$ cat config.mk
export PLATFORM = sky130hd
export DESIGN_NAME = onehot_job_initiator
export DESIGN_NICKNAME = d
export VERILOG_FILES = /design/src/rtl/onehot_fsm_pkg.sv /design/src/rtl/job_timeout_timer.sv /design/src/rtl/onehot_job_initiator.sv
export SDC_FILE = /design/constraint.sdc
export NUM_CORES = 1
export LEC_CHECK = 0
export BUFFER_PORTS_ARGS = -buffer_cell sky130_fd_sc_hd__buf_2
export CORE_MARGIN = 1
export CORE_UTILIZATION = 50
export CTS_BUF_LIST = sky130_fd_sc_hd__clkbuf_8
export CTS_CLUSTER_DIAMETER = 120
export DETAILED_ROUTE_END_ITERATION = 8
export PLACE_DENSITY_LB_ADDON = 0.15
export SLEW_MARGIN = 25
export SYNTH_ARGS = -nofsm -noshare
export SYNTH_HDL_FRONTEND = slang
export SYNTH_SLANG_ARGS = --single-unit
$ cat constraint.sdc
create_clock -name clk -period 1.9 [get_ports clk]
set_input_delay 0 -clock clk [delete_from_list [all_inputs] [get_ports clk]]
set_output_delay 0 -clock clk [all_outputs]
set_load 0.005 [all_outputs]
$ cat src/rtl/onehot_fsm_pkg.sv
// onehot_fsm_pkg
//   Shared encodings for the one-hot worker-handshake FSMs.
//   STATE_W  : width of every one-hot state register
//   state_t  : state register type
//   IDLE..ERR: legal one-hot state codes; any other value is illegal
package onehot_fsm_pkg;

  localparam int unsigned STATE_W = 5;

  typedef logic [STATE_W-1:0] state_t;

  localparam state_t IDLE  = 5'b00001;
  localparam state_t START = 5'b00010;
  localparam state_t WAIT  = 5'b00100;
  localparam state_t ACK   = 5'b01000;
  localparam state_t ERR   = 5'b10000;

endpackage

$ cat src/rtl/job_timeout_timer.sv
// job_timeout_timer
//   Watchdog counter for the WAIT phase of the job initiator.
//   Ports:
//     clk        in  clock, rising edge
//     rst        in  asynchronous active-high reset
//     i_clear    in  zero the count (asserted the cycle before WAIT is entered)
//     i_enable   in  count this cycle (asserted in every WAIT cycle)
//     o_expired  out current enabled cycle is the last one allowed
//                    (count == TIMEOUT_CYCLES-1)
module job_timeout_timer #(
  parameter int unsigned TIMEOUT_CYCLES = 16
) (
  input  logic clk,
  input  logic rst,
  input  logic i_clear,
  input  logic i_enable,
  output logic o_expired
);

  localparam int unsigned TmrW = $clog2(TIMEOUT_CYCLES);

  logic [TmrW-1:0] r_count;

  always_ff @(posedge clk or posedge rst) begin
    if (rst) begin
      r_count <= '0;
    end else if (i_clear) begin
      r_count <= '0;
    end else if (i_enable) begin
      r_count <= r_count + TmrW'(1);
    end
  end

  assign o_expired = i_enable && (r_count == TmrW'(TIMEOUT_CYCLES - 1));

endmodule

$ cat src/rtl/onehot_job_initiator.sv
// onehot_job_initiator
//   Initiator side of the start/done job handshake. Accepts a tagged request,
//   pulses worker start for one cycle, waits for done, then returns a tagged
//   one-cycle response and counts successful completions.
//   Optional build macro: JOB_TIMEOUT_EN adds a WAIT watchdog (TIMEOUT_CYCLES)
//   that aborts the job through ERR with o_resp_err=1.
//   Ports:
//     clk, rst          clock (rising) / asynchronous active-high reset
//     i_req_valid       job request present
//     i_req_tag         job tag, captured on acceptance
//     o_req_ready       can accept a job (IDLE only)
//     o_worker_start    one-cycle start pulse to the worker
//     i_worker_done     worker completion
//     o_resp_valid      one-cycle response pulse
//     o_resp_tag        tag of the completed/aborted job (always shows r_tag)
//     o_resp_err        job aborted by timeout, valid with o_resp_valid
//     o_busy            high in every state except IDLE
//     o_spurious_done   sticky: done seen outside WAIT
//     o_job_count       successful completions, wraps modulo 2^CNT_W
module onehot_job_initiator
  import onehot_fsm_pkg::*;
#(
  parameter int unsigned TAG_W = 4,
  parameter int unsigned CNT_W = 8
`ifdef JOB_TIMEOUT_EN
  ,
  parameter int unsigned TIMEOUT_CYCLES = 16
`endif
) (
  input  logic             clk,
  input  logic             rst,
  input  logic             i_req_valid,
  input  logic [TAG_W-1:0] i_req_tag,
  output logic             o_req_ready,
  output logic             o_worker_start,
  input  logic             i_worker_done,
  output logic             o_resp_valid,
  output logic [TAG_W-1:0] o_resp_tag,
  output logic             o_resp_err,
  output logic             o_busy,
  output logic             o_spurious_done,
  output logic [CNT_W-1:0] o_job_count
);

  state_t           r_state;
  logic [TAG_W-1:0] r_tag;
  logic [CNT_W-1:0] r_job_count;
  logic             r_spurious;

  state_t w_state_next;
  logic   w_accept;
  logic   w_timeout;

`ifdef JOB_TIMEOUT_EN
  // Clearing during START guarantees a zero count on the first WAIT cycle.
  job_timeout_timer #(
    .TIMEOUT_CYCLES(TIMEOUT_CYCLES)
  ) u_timer (
    .clk      (clk),
    .rst      (rst),
    .i_clear  (r_state == START),
    .i_enable (r_state == WAIT),
    .o_expired(w_timeout)
  );
`else
  assign w_timeout = 1'b0;
`endif

  always_ff @(posedge clk or posedge rst) begin
    if (rst) begin
      r_state     <= IDLE;
      r_tag       <= '0;
      r_job_count <= '0;
      r_spurious  <= 1'b0;
    end else begin
      r_state <= w_state_next;
      if (w_accept) begin
        r_tag <= i_req_tag;
      end
      if (r_state == ACK) begin
        r_job_count <= r_job_count + CNT_W'(1);
      end
      if (i_worker_done && (r_state != WAIT)) begin
        r_spurious <= 1'b1;
      end
    end
  end

  always_comb begin
    w_state_next = IDLE;
    w_accept     = 1'b0;
    case (r_state)
      IDLE: begin
        if (i_req_valid) begin
          w_state_next = START;
          w_accept     = 1'b1;
        end
      end
      START: w_state_next = WAIT;
      WAIT: begin
        // done has priority over a coincident timeout
        if (i_worker_done) begin
          w_state_next = ACK;
        end else if (w_timeout) begin
          w_state_next = ERR;
        end else begin
          w_state_next = WAIT;
        end
      end
      ACK:     w_state_next = IDLE;
      // ERR and every non-one-hot code return to IDLE
      default: w_state_next = IDLE;
    endcase
  end

  // Outputs decode the state register only; no input reaches them combinationally.
  assign o_req_ready    = (r_state == IDLE);
  assign o_worker_start = (r_state == START);
  assign o_busy         = (r_state != IDLE);
  assign o_resp_tag     = r_tag;
`ifdef JOB_TIMEOUT_EN
  assign o_resp_valid   = (r_state == ACK) || (r_state == ERR);
  assign o_resp_err     = (r_state == ERR);
`else
  assign o_resp_valid   = (r_state == ACK);
  assign o_resp_err     = 1'b0;
`endif
  assign o_spurious_done = r_spurious;
  assign o_job_count     = r_job_count;

endmodule

After elaboration in Yosys (flattened, before gate mapping). Index checks and enable logic that the tools add are counted.

Register bits after elaboration: 18. Input bits: 8. Output and inout bits: 18. Logic and storage cells: 17.

$add $sub $neg: 1. Equality and inequality tests: 6. Muxes and demuxes: 5. Reductions and logical operators: 1.

Operators by type and width (count): 5-bit one-hot mux with 3 select lines (1); 8-bit by 1-bit adder with 8-bit output, second input constant (1); 5-bit by 1-bit equality test with 1-bit output, second input constant (1); 5-bit by 2-bit equality test with 1-bit output, second input constant (1); 5-bit by 3-bit equality test with 1-bit output, second input constant (1); 5-bit by 4-bit equality test with 1-bit output, second input constant (1); 5-bit by 1-bit != test with 1-bit output, second input constant (1); 5-bit by 3-bit != test with 1-bit output, second input constant (1); 4-bit two-way mux (1); 1-bit two-way mux (2); 2-bit two-way mux (1); 1-bit logical AND (1).

Logic depth before layout (Yosys ltp). Gate-level depths: netlist of run 1.

Depth after elaboration: 2. Depth in mapped cells: 5. Mapped depth without buffers: 4.

Worst setup path before layout of run 1. No wires, ideal clock.

Path type: reg-to-reg. Start: register r_state[2]. End: register r_job_count[7] (netlist: o_job_count[7]). Setup time: 0.079 ns. Data arrival time: 1.495 ns. Required time: 1.821 ns. Slack: 0.326 ns. Stages on the path, launching flop included: 5. Path buffers: 1. Clock period less this slack: 1.574 ns. Path through: dfrtp_1 -> or4b_1 -> buf_6 -> nor4_4 -> xor2_1.

Cells in the longest elaborated chain, start to end: 1.

RTL lines: from (decl) (RTL line onehot_job_initiator.sv:45) `state_t r_state;`; from (signal assigned) (RTL line onehot_job_initiator.sv:76) `r_state <= w_state_next;`; 5-bit by 4-bit equality test with 1-bit output (RTL line onehot_job_initiator.sv:80) `if (r_state == ACK) begin`; to (signal assigned) (RTL line onehot_job_initiator.sv:81) `r_job_count <= r_job_count + CNT_W'(1);`; to (decl) (RTL line onehot_job_initiator.sv:47) `logic [CNT_W-1:0] r_job_count;`.

Every way passes these cells. A chain may end at the register's enable or synchronous reset.

Worst setup path in the final report of run 1. Same ends and word-level chain as after synthesis.

==> impl_metrics.yaml, run 1 <==
yosys:
  synth_area_um2: 769
  async_flop_share_pct: 100
  synth_common_cells: "dfrtp_1, nand2_1, inv_1"
  synth-xor-area-share_pct: 7.97
  synthSimpleGateAreaFrac_pct: 19.2
  synth-edff-count: 0
  synth.distinct_cells: 27
  synth_top_area_share_pct: 52.0
  ys_seq_area_share_pct: 55.4
  synth_fa_ha_area_share_pct: 1.63
  postSynthAreaPerCell_um2: 11.5
  yosysMostFrequentCell: "dfrtp_1"
  syn_nets: 76
  synth_compound_area_share_pct: 2.76
  synth.ff_latch_count: 17
  synth-warning-count: 0
  synthTopCellsByArea: "dfrtp_1, mux2_2, xnor2_1"
  synthCells: 67
  synth_top_family_by_area: "simple AND/OR/NAND/NOR gates"
  synth_top_area_cell: "dfrtp_1"
  synthFlopType: "dfrtp_1"
  muxShareOfSynthArea_pct: 7.15
finish:
  multiInputGateArea_um2: 302
  insertedDiodeCount: 0
  final_util_pct: 72.9
  area_growth_pct: 29.4
  drive_above_1_share_pct: 36.4
  final_nets: 109
  nFillCells: 103
  regArea_um2: 427
sta:
  finalHoldViolCount: 0
  rsz0062_at_grt: "no"
  drv_slew: 0
  slew_headroom_pct: 57.2
  min_period_ns: 1.76
  fmax_mhz: 567
  worst_slew_pin_slew_ns: 0.641
  fin_setup_tns_ns: 0
  finClkSkew_ns: 0.00220
  period_share_pct: 92.9
  finalWorstSetupSlack_ns: 0.136
  finalSetupViolCount: 0
clocking:
  root_buffer: "clkbuf_8"
  clkTransAtPathRegs_ns: 0.07
  clk_latency_ns: 0.25
  clockBufferDepth: 2
  cts_resized: 0
  cts_buffers: 3
  h-tree-depth: 1
  cts_tree: "yes"
  clock_sinks: 17
run:
  cap_violations: 0
outcome:
  status: "finished, final reports clean"
critical_path:
  critPathRequiredTime_ns: 2.06
  r2r-start: "r_state[2]"
  cp_slowest_cell: "or4b_1"
  crit_buf_inv: 0
  critPathKind: "reg2reg"
  worstPathMaxFanout: 6
  crit_path_max_incr_delay_ns: 0.71
  worst_path_dominant_cell_family: "simple AND/OR/NAND/NOR gates"
  arrival_ns: 1.93
  startpoint_type: "register"
  critical_path.cell_chain: "or4b_1 -> nor4_4 -> xor2_1"
  critPathLaunch: "r_state[2]"
  endpoint_kind: "register"
grt:
  antenna_found_initial: 0
  grt_overflow: 0
  grt_pass1_wl_um: 2160
  grtUsageTotal_pct: 20.0
  grt_start_max_net_pins: 18
  grt_pass1_vias: 515
drt:
  first_pass_iters: 4
  wl_per_cell_um: 12.7
  ant_nets: 0
  vias_per_cell: 4.91
  drc_errors: 0
  drtIter0Drc: 7
  vias: 560
  routed_wl_um: 1450
power:
  ir_drop_mv: 0.708
  total_power_w: 0.00108
  p_per_area_nw_per_um2: 1080
  p_leak_nw: 0.538
placement:
  dp_hpwl_um: 984
  port_buffers: 24
  place_ws_ns: 0.131
  gp_congestion: 0.644
hold_path:
  hp-start: "i_req_valid"
  hold_path.class: "in2reg"
floorplanning:
  start_util_pct: 56.3
  die_area_um2: 1700
  row_count: 13
  die_h_um: 41.2
  num_io_pins: 26
  die_width_um: 41.2
  core_area_um2: 1370
==> power breakdown <==
part,leakage (nW),internal (W),total [W],switching [W]
registers,0.218,0.000451,0.000525,0.0000746
clock network,0.0255,0.000145,0.000266,0.000120
logic,0.294,0.000167,0.000289,0.000122
total,0.538,0.000763,0.00108,0.000317
==> worst reg2reg max path: stages (launching register included) <==
cell and delay, ns:
dfrtp_1 0.43, or4b_1 0.71, nor4_4 0.35, xor2_1 0.20
==> repair_timing <==
action | 4_1_cts | 5_1_grt
buffers inserted | 0 | 0
endpoints found under the setup margin | 0 | 0
endpoints found under the hold margin | 22 | 0
hold buffers | 6 | 0
==> registers in the layout, indices dropped and copies added, names as in the netlist <==
register / count
o_resp_tag: 4
o_spurious_done: 1
o_job_count: 8
r_state: 4
==> area by class of cell <==
class	count	area share, %
sequential	17	42.8
multi-input combinational	42	30.3
timing repair buffer	30	18.1
clock buffer	3	4.15
inverter	6	2.26
tap	15	1.88
clock inverter	1	0.503
==> layout by cell type, fill, tap and decap left out, drive strengths merged <==
cell type | netlist | layout
buf | 2 | 24
dfrtp | 16 | 16
nand2 | 8 | 8
dlygate4sd3 | 0 | 6
inv | 6 | 6
nor2 | 4 | 4
mux2 | 4 | 4
xnor2 | 4 | 4
xor2 | 3 | 3
clkbuf | 0 | 3
nor3 | 3 | 3
nand3 | 2 | 2
nand4 | 2 | 2
a21o | 1 | 1
or4b | 1 | 1
nor4 | 1 | 1
and3b | 1 | 1
nor2b | 1 | 1
and2 | 1 | 1
nand3b | 1 | 1
o21ai | 1 | 1
o311ai | 1 | 1
mux2i | 1 | 1
ha | 1 | 1
conb | 1 | 1
clkinv | 0 | 1
dfstp | 1 | 1
==> layer usage <==
metal  vias up  wire length [µm]  global-route usage [%]
li1        281                 -                       -
met1       262               681                    25.2
met2        15               702                    32.4
met3         2                53                    3.80
met4         0                12                    9.68
met5         -                 0                       0
==> cell families after synthesis <==
kind of cell,Yosys count
flip-flops,17
other,1
AND/OR/NAND/NOR,25
adder cells (fa/ha/maj),1
XOR/XNOR,7
buffers and inverters,8
multiplexers,5
AO/OA/AOI/OAI,3
==> final timing paths <==
check                             endpoint  cells after the start  slack, ns
setup / recovery            o_job_count[7]                      3       0.14
hold / removal                  r_state[0]                      3       0.15
setup reg to reg            o_job_count[7]                      3       0.14
hold reg to reg            o_spurious_done                      1       0.48
max in group asynchronous       r_state[2]                      3       1.11
min in group asynchronous    o_resp_tag[0]                      3       0.38
==> per-stage QoR <==
stage	area [µm²]	instances	hold WS, ns
6_report	996	114	0.153
2_1_floorplan	769	67	-0.0747
5_1_grt	996	114	0.172
3_5_place_dp	890	104	0.120
3_3_place_gp	890	104	0.107
4_1_cts	996	114	0.139
Note: power is estimated with default switching activity, not from simulation.
==> run 2, diff against run 1 <==
Settings changed: CORE_UTILIZATION 50 to 45, TNS_END_PERCENT set to 1.
Clock period 1.9 ns to 1.49 ns, I/O delays scaled along.
==> run 2 against run 1 <==
- wire length decreased by 6.0%
- sequential power increased by 21%
- via count increased by 7.7%
- highest routed layer unchanged
- worst hold slack improved by 0.031 ns
- die area increased by 11%
- combinational power increased by 58%
- design area increased by 4.3%
- clock skew increased by 0.0014 ns
- sequential share of layout area decreased by 1.8 points
- critical path type unchanged
- setup slack got worse by 0.084 ns
- critical path depth increased by 1
==> impl_metrics.yaml, run 2 (synthesized netlist as in run 1, its figures left out) <==
critical_path:
  critPathRequiredTime_ns: 1.63
  critPathKind: "reg2reg"
  crit_buf_inv: 1
  endpoint_kind: "register"
  arrival_ns: 1.57
  startpoint_type: "register"
  worstPathMaxFanout: 6
  crit_path_max_incr_delay_ns: 0.61
  cp_num_cells: 4
  cp_slowest_cell: "or4b_4"
  reg2regPathDepth: 4
  critical_path.cell_chain: "or4b_4 -> inv_4 -> nand4_1 -> xnor2_1"
  worst_path_dominant_cell_family: "simple AND/OR/NAND/NOR gates"
  reg2reg_slack_ns: 0.05
finish:
  stdcell_count: 119
  area_growth_pct: 35.0
  final_nets: 113
  insertedDiodeCount: 0
  layout_common_cells: "buf_2, dfrtp_1, nand2_1"
  nFillCells: 128
  largest_reg_flops: 8
  fin_area_um2: 1040
  final_common_cell: "buf_2"
  drive_above_1_share_pct: 40.8
  final_util_pct: 66.6
floorplanning:
  die_area_um2: 1880
  die_width_um: 43.4
  row_count: 14
  core_area_um2: 1560
  num_io_pins: 26
  die_h_um: 43.4
  start_util_pct: 49.4
sta:
  finalWorstSetupSlack_ns: 0.0515
  slew_headroom_pct: 58.6
  fmax_mhz: 695
  worst_slew_pin_slew_ns: 0.621
  period_share_pct: 96.5
  min_period_ns: 1.44
  finalSetupViolCount: 0
  finalHoldViolCount: 0
  finClkSkew_ns: 0.00363
  rsz0062_at_grt: "yes"
  drv_slew: 0
grt:
  grtUsageTotal_pct: 17.2
  antenna_found_initial: 0
  grt_pass1_wl_um: 2330
  grt_start_max_net_pins: 18
  grt_overflow: 0
  grt_pass1_vias: 581
clocking:
  cts_tree: "yes"
  h-tree-depth: 1
  cts_buffers: 3
  root_buffer: "clkbuf_8"
  clockBufferDepth: 2
  clock_sinks: 17
  clk_latency_ns: 0.25
  clkTransAtPathRegs_ns: 0.07
drt:
  wl_per_cell_um: 11.4
  vias: 603
  drc_errors: 0
  first_pass_iters: 4
  vias_per_cell: 5.07
  routed_wl_um: 1360
  drtIter0Drc: 17
  ant_nets: 0
run:
  cap_violations: 0
hold_path:
  hold_depth: 3
  hold_path.class: "in2reg"
placement:
  port_buffers: 24
  place_ws_ns: -0.0691
  dpl_cell_area_um2: 921
  dp_hpwl_um: 978
  place_inst: 109
  gp_congestion: 0.822
power:
  p_per_area_nw_per_um2: 1370
  ir_drop_mv: 0.782
  total_power_w: 0.00143
  p_leak_nw: 0.560
outcome:
  status: "finished, final reports clean"
==> run 2: cell types whose count changed in the layout (fill, tap and decap cells not counted) <==
cell and delta:
buf_4 +4, inv_2 -1, inv_4 +1, nor3_1 -1, nor3_2 +1, or4b_1 -1
or4b_4 +1
==> run 2: final cells by class <==
class	instances	area, µm²	share of cell area [%]
Clock buffer	3	41.3	3.98
Clock inverter	1	5.00	0.482
Inverter	6	25.0	2.41
Multi-Input combinational cell	42	310	29.9
Sequential cell	17	427	41.1
Tap cell	16	20.0	1.93
Timing Repair Buffer	34	210	20.2
==> run 2: per-stage QoR <==
stage	setup TNS [ns]	hold WS (ns)
floorplan	-0.0610	-0.0747
global placement	-0.157	0.105
CTS	0	0.180
finish	0	0.184
detailed placement	-0.252	0.109
global route	-0.0683	0.196
==> run 2: path summary, 6_finish.rpt <==
path                                        to            from
max in group asynchronous       o_job_count[6]             rst
worst max-delay path            o_job_count[3]      r_state[0]
min in group asynchronous        o_resp_tag[1]             rst
worst min register to register  o_job_count[7]  o_job_count[7]
worst min-delay path                r_state[0]     i_req_valid
worst max register to register  o_job_count[3]      r_state[0]
==> run 2: power by group <==
group / internal (W) / total, W / switching [W]
Clock: 0.000185 / 0.000335 / 0.000150
Sequential: 0.000574 / 0.000635 / 0.0000618
Combinational: 0.000254 / 0.000457 / 0.000203
==> run 2: worst reg2reg max path: cells and delay by family, from the launching register on <==
kind / cells / cell delay, ns
and+or+nand+nor: 2 / 0.72
DFF: 1 / 0.37
xor gates and xnor gates: 1 / 0.14
buffers and inverters: 1 / 0.10
==> run 2: per-layer routing <==
layer / part of all wire [%] / track usage, % / vias up
met5: 0 / 0 / -
met4: 1.7 / 5.63 / 0
met3: 4.1 / 5.00 / 4
met2: 51 / 30.0 / 19
met1: 43 / 20.3 / 288
li1: - / - / 292
==> run 2: what timing repair did <==
action                                 4_1_cts  5_1_grt
pin swaps                                    0        0
gates resized for setup                      1        2
setup endpoints to repair                    7        4
buffers inserted                             0        0
endpoints found under the hold margin       22        0
hold buffers                                 6        0
==> run 3, diff against run 2 <==
Settings changed: CORE_UTILIZATION 45 to 25.
Clock period 1.49 ns to 1.16 ns, I/O delays scaled along.
==> run 3 against run 2 <==
- the flow now finishes with violations (DRC, setup timing)
- total power rose by 35%
- register-to-register slack got worse by 0.37 ns
- utilization fell by 25 points
- sequential cell count did not move
- setup slack got worse by 0.37 ns
- clock power rose by 30%
- sequential share of layout area fell by 4.8 points
- non-clock buffer count rose by 9
- clock skew rose by 0.00069 ns
- worst hold slack got worse by 0.045 ns
- wire length rose by 18%
- largest cell class unchanged
==> impl_metrics.yaml, run 3 (synthesized netlist as in run 1, its figures left out) <==
clocking:
  cts_buffers: 3
  clkTransAtPathRegs_ns: 0.07
  root_buffer: "clkbuf_8"
  h-tree-depth: 1
  clk_latency_ns: 0.25
  clockBufferDepth: 2
  cts_tree: "yes"
  clock_sinks: 17
placement:
  port_buffers: 24
  dp_hpwl_um: 1210
  place_ws_ns: -0.355
  gp_congestion: 0.766
drt:
  first_pass_iters: 6
  vias_per_cell: 4.52
  ant_nets: 0
  drtIter0Drc: 12
  wl_per_cell_um: 11.2
  routed_wl_um: 1600
  vias: 646
  drc_errors: 2
finish:
  largest_reg_flops: 8
  final_util_pct: 41.6
  final_common_cell: "buf_2"
  final_nets: 122
  layout_common_cells: "buf_2, dfrtp_1, buf_4"
  insertedDiodeCount: 0
  area_growth_pct: 52.8
  drive_above_1_share_pct: 47.3
sta:
  finalWorstSetupSlack_ns: -0.318
  finalHoldViolCount: 0
  period_share_pct: 127
  min_period_ns: 1.48
  rsz0062_at_grt: "yes"
  drv_slew: 0
  fin_setup_tns_ns: -3.41
  finalSetupViolCount: 17
  finClkSkew_ns: 0.00432
  fmax_mhz: 677
power:
  p_switching_w: 0.000565
  ir_drop_mv: 0.714
  p_leak_nw: 0.648
  p_sw_share_pct: 29.4
  power_frac_seq_pct: 42.6
  p_per_area_nw_per_um2: 1630
  p_int_w: 0.00136
  p_clk_share_pct: 22.7
  p_comb_share_pct: 34.7
floorplanning:
  row_count: 19
  start_util_pct: 27.2
  core_area_um2: 2830
  die_h_um: 57.5
  num_io_pins: 26
  die_area_um2: 3300
  die_width_um: 57.5
outcome:
  violations: "DRC, setup timing"
  status: "complete, but fails checks"
grt:
  grt_start_max_net_pins: 18
  antenna_found_initial: 0
  grt_overflow: 0
  grtUsageTotal_pct: 11.8
  grt_pass1_wl_um: 2900
  grt_pass1_vias: 660
critical_path:
  startpoint_type: "register"
  critPathRequiredTime_ns: 1.30
  worstPathMaxFanout: 5
  endpoint_kind: "register"
  arrival_ns: 1.62
  critPathKind: "reg2reg"
hold_path:
  hold_path.class: "in2reg"
run:
  cap_violations: 0
## run 3: timing repair
item | in CTS | in global routing
hold buffers | 6 | 0
setup buffers | 1 | 0
pin swaps | 9 | 2
endpoints found under the setup margin | 18 | 17
endpoints found under the hold margin | 23 | 0
gates resized for setup | 14 | 1
## run 3: critical path: stages, from the launching register on
cell and delay [ns]:
dfstp_2 0.37, or4b_4 0.53, buf_8 0.16, inv_6 0.06, nand4_1 0.09, xnor2_1 0.15
## run 3: cell type report
type	count	area, µm²
clock inverters	1	3.75
repair buffers	43	303
fillers	289	1650
multi-input cells	42	335
well taps	31	38.8
inverters	6	27.5
clock buffers	3	41.3
flip-flops and latches	17	427
## run 3: metrics by stage
| step | power (W) | cell area [µm²] | std cells | hold WS [ns] |
|---|---|---|---|---|
| 2_1_floorplan | 0.00113 | 777 | 67 | -0.0747 |
| 3_3_place_gp | 0.00143 | 1010 | 132 | 0.0230 |
| 3_5_place_dp | 0.00144 | 1010 | 132 | 0.0234 |
| 4_1_cts | 0.00195 | 1170 | 143 | 0.139 |
| 5_1_grt | 0.00204 | 1180 | 143 | 0.144 |
| 6_report | 0.00192 | 1180 | 143 | 0.140 |
## run 3: layer usage
layer,global-route usage (%),wire (µm),share of wire (%)
met5,0,0,0
met4,6.27,42,2.6
met3,2.95,73,4.6
met2,19.4,815,51
met1,14.1,671,42
## run 3: final timing paths
kind                                       from              end  slack, ns  cells past startpoint
worst min-delay path                i_req_valid       r_state[0]       0.14                      3
max in group asynchronous                   rst       r_state[0]       0.62                      4
worst min register to register  o_spurious_done  o_spurious_done       0.45                      1
min in group asynchronous                   rst   o_job_count[6]       0.28                      4
worst max-delay path                 r_state[0]   o_job_count[3]      -0.32                      5
worst max register to register       r_state[0]   o_job_count[3]      -0.32                      5
## run 3: power by group through the flow
stage	combinational, W	sequential [W]	clock, W
2_1_floorplan	0.000269	0.000859	0
3_3_place_gp	0.000607	0.000821	0
3_5_place_dp	0.000615	0.000826	0
4_1_cts	0.000676	0.000820	0.000458
5_1_grt	0.000731	0.000839	0.000470
6_report	0.000666	0.000819	0.000437
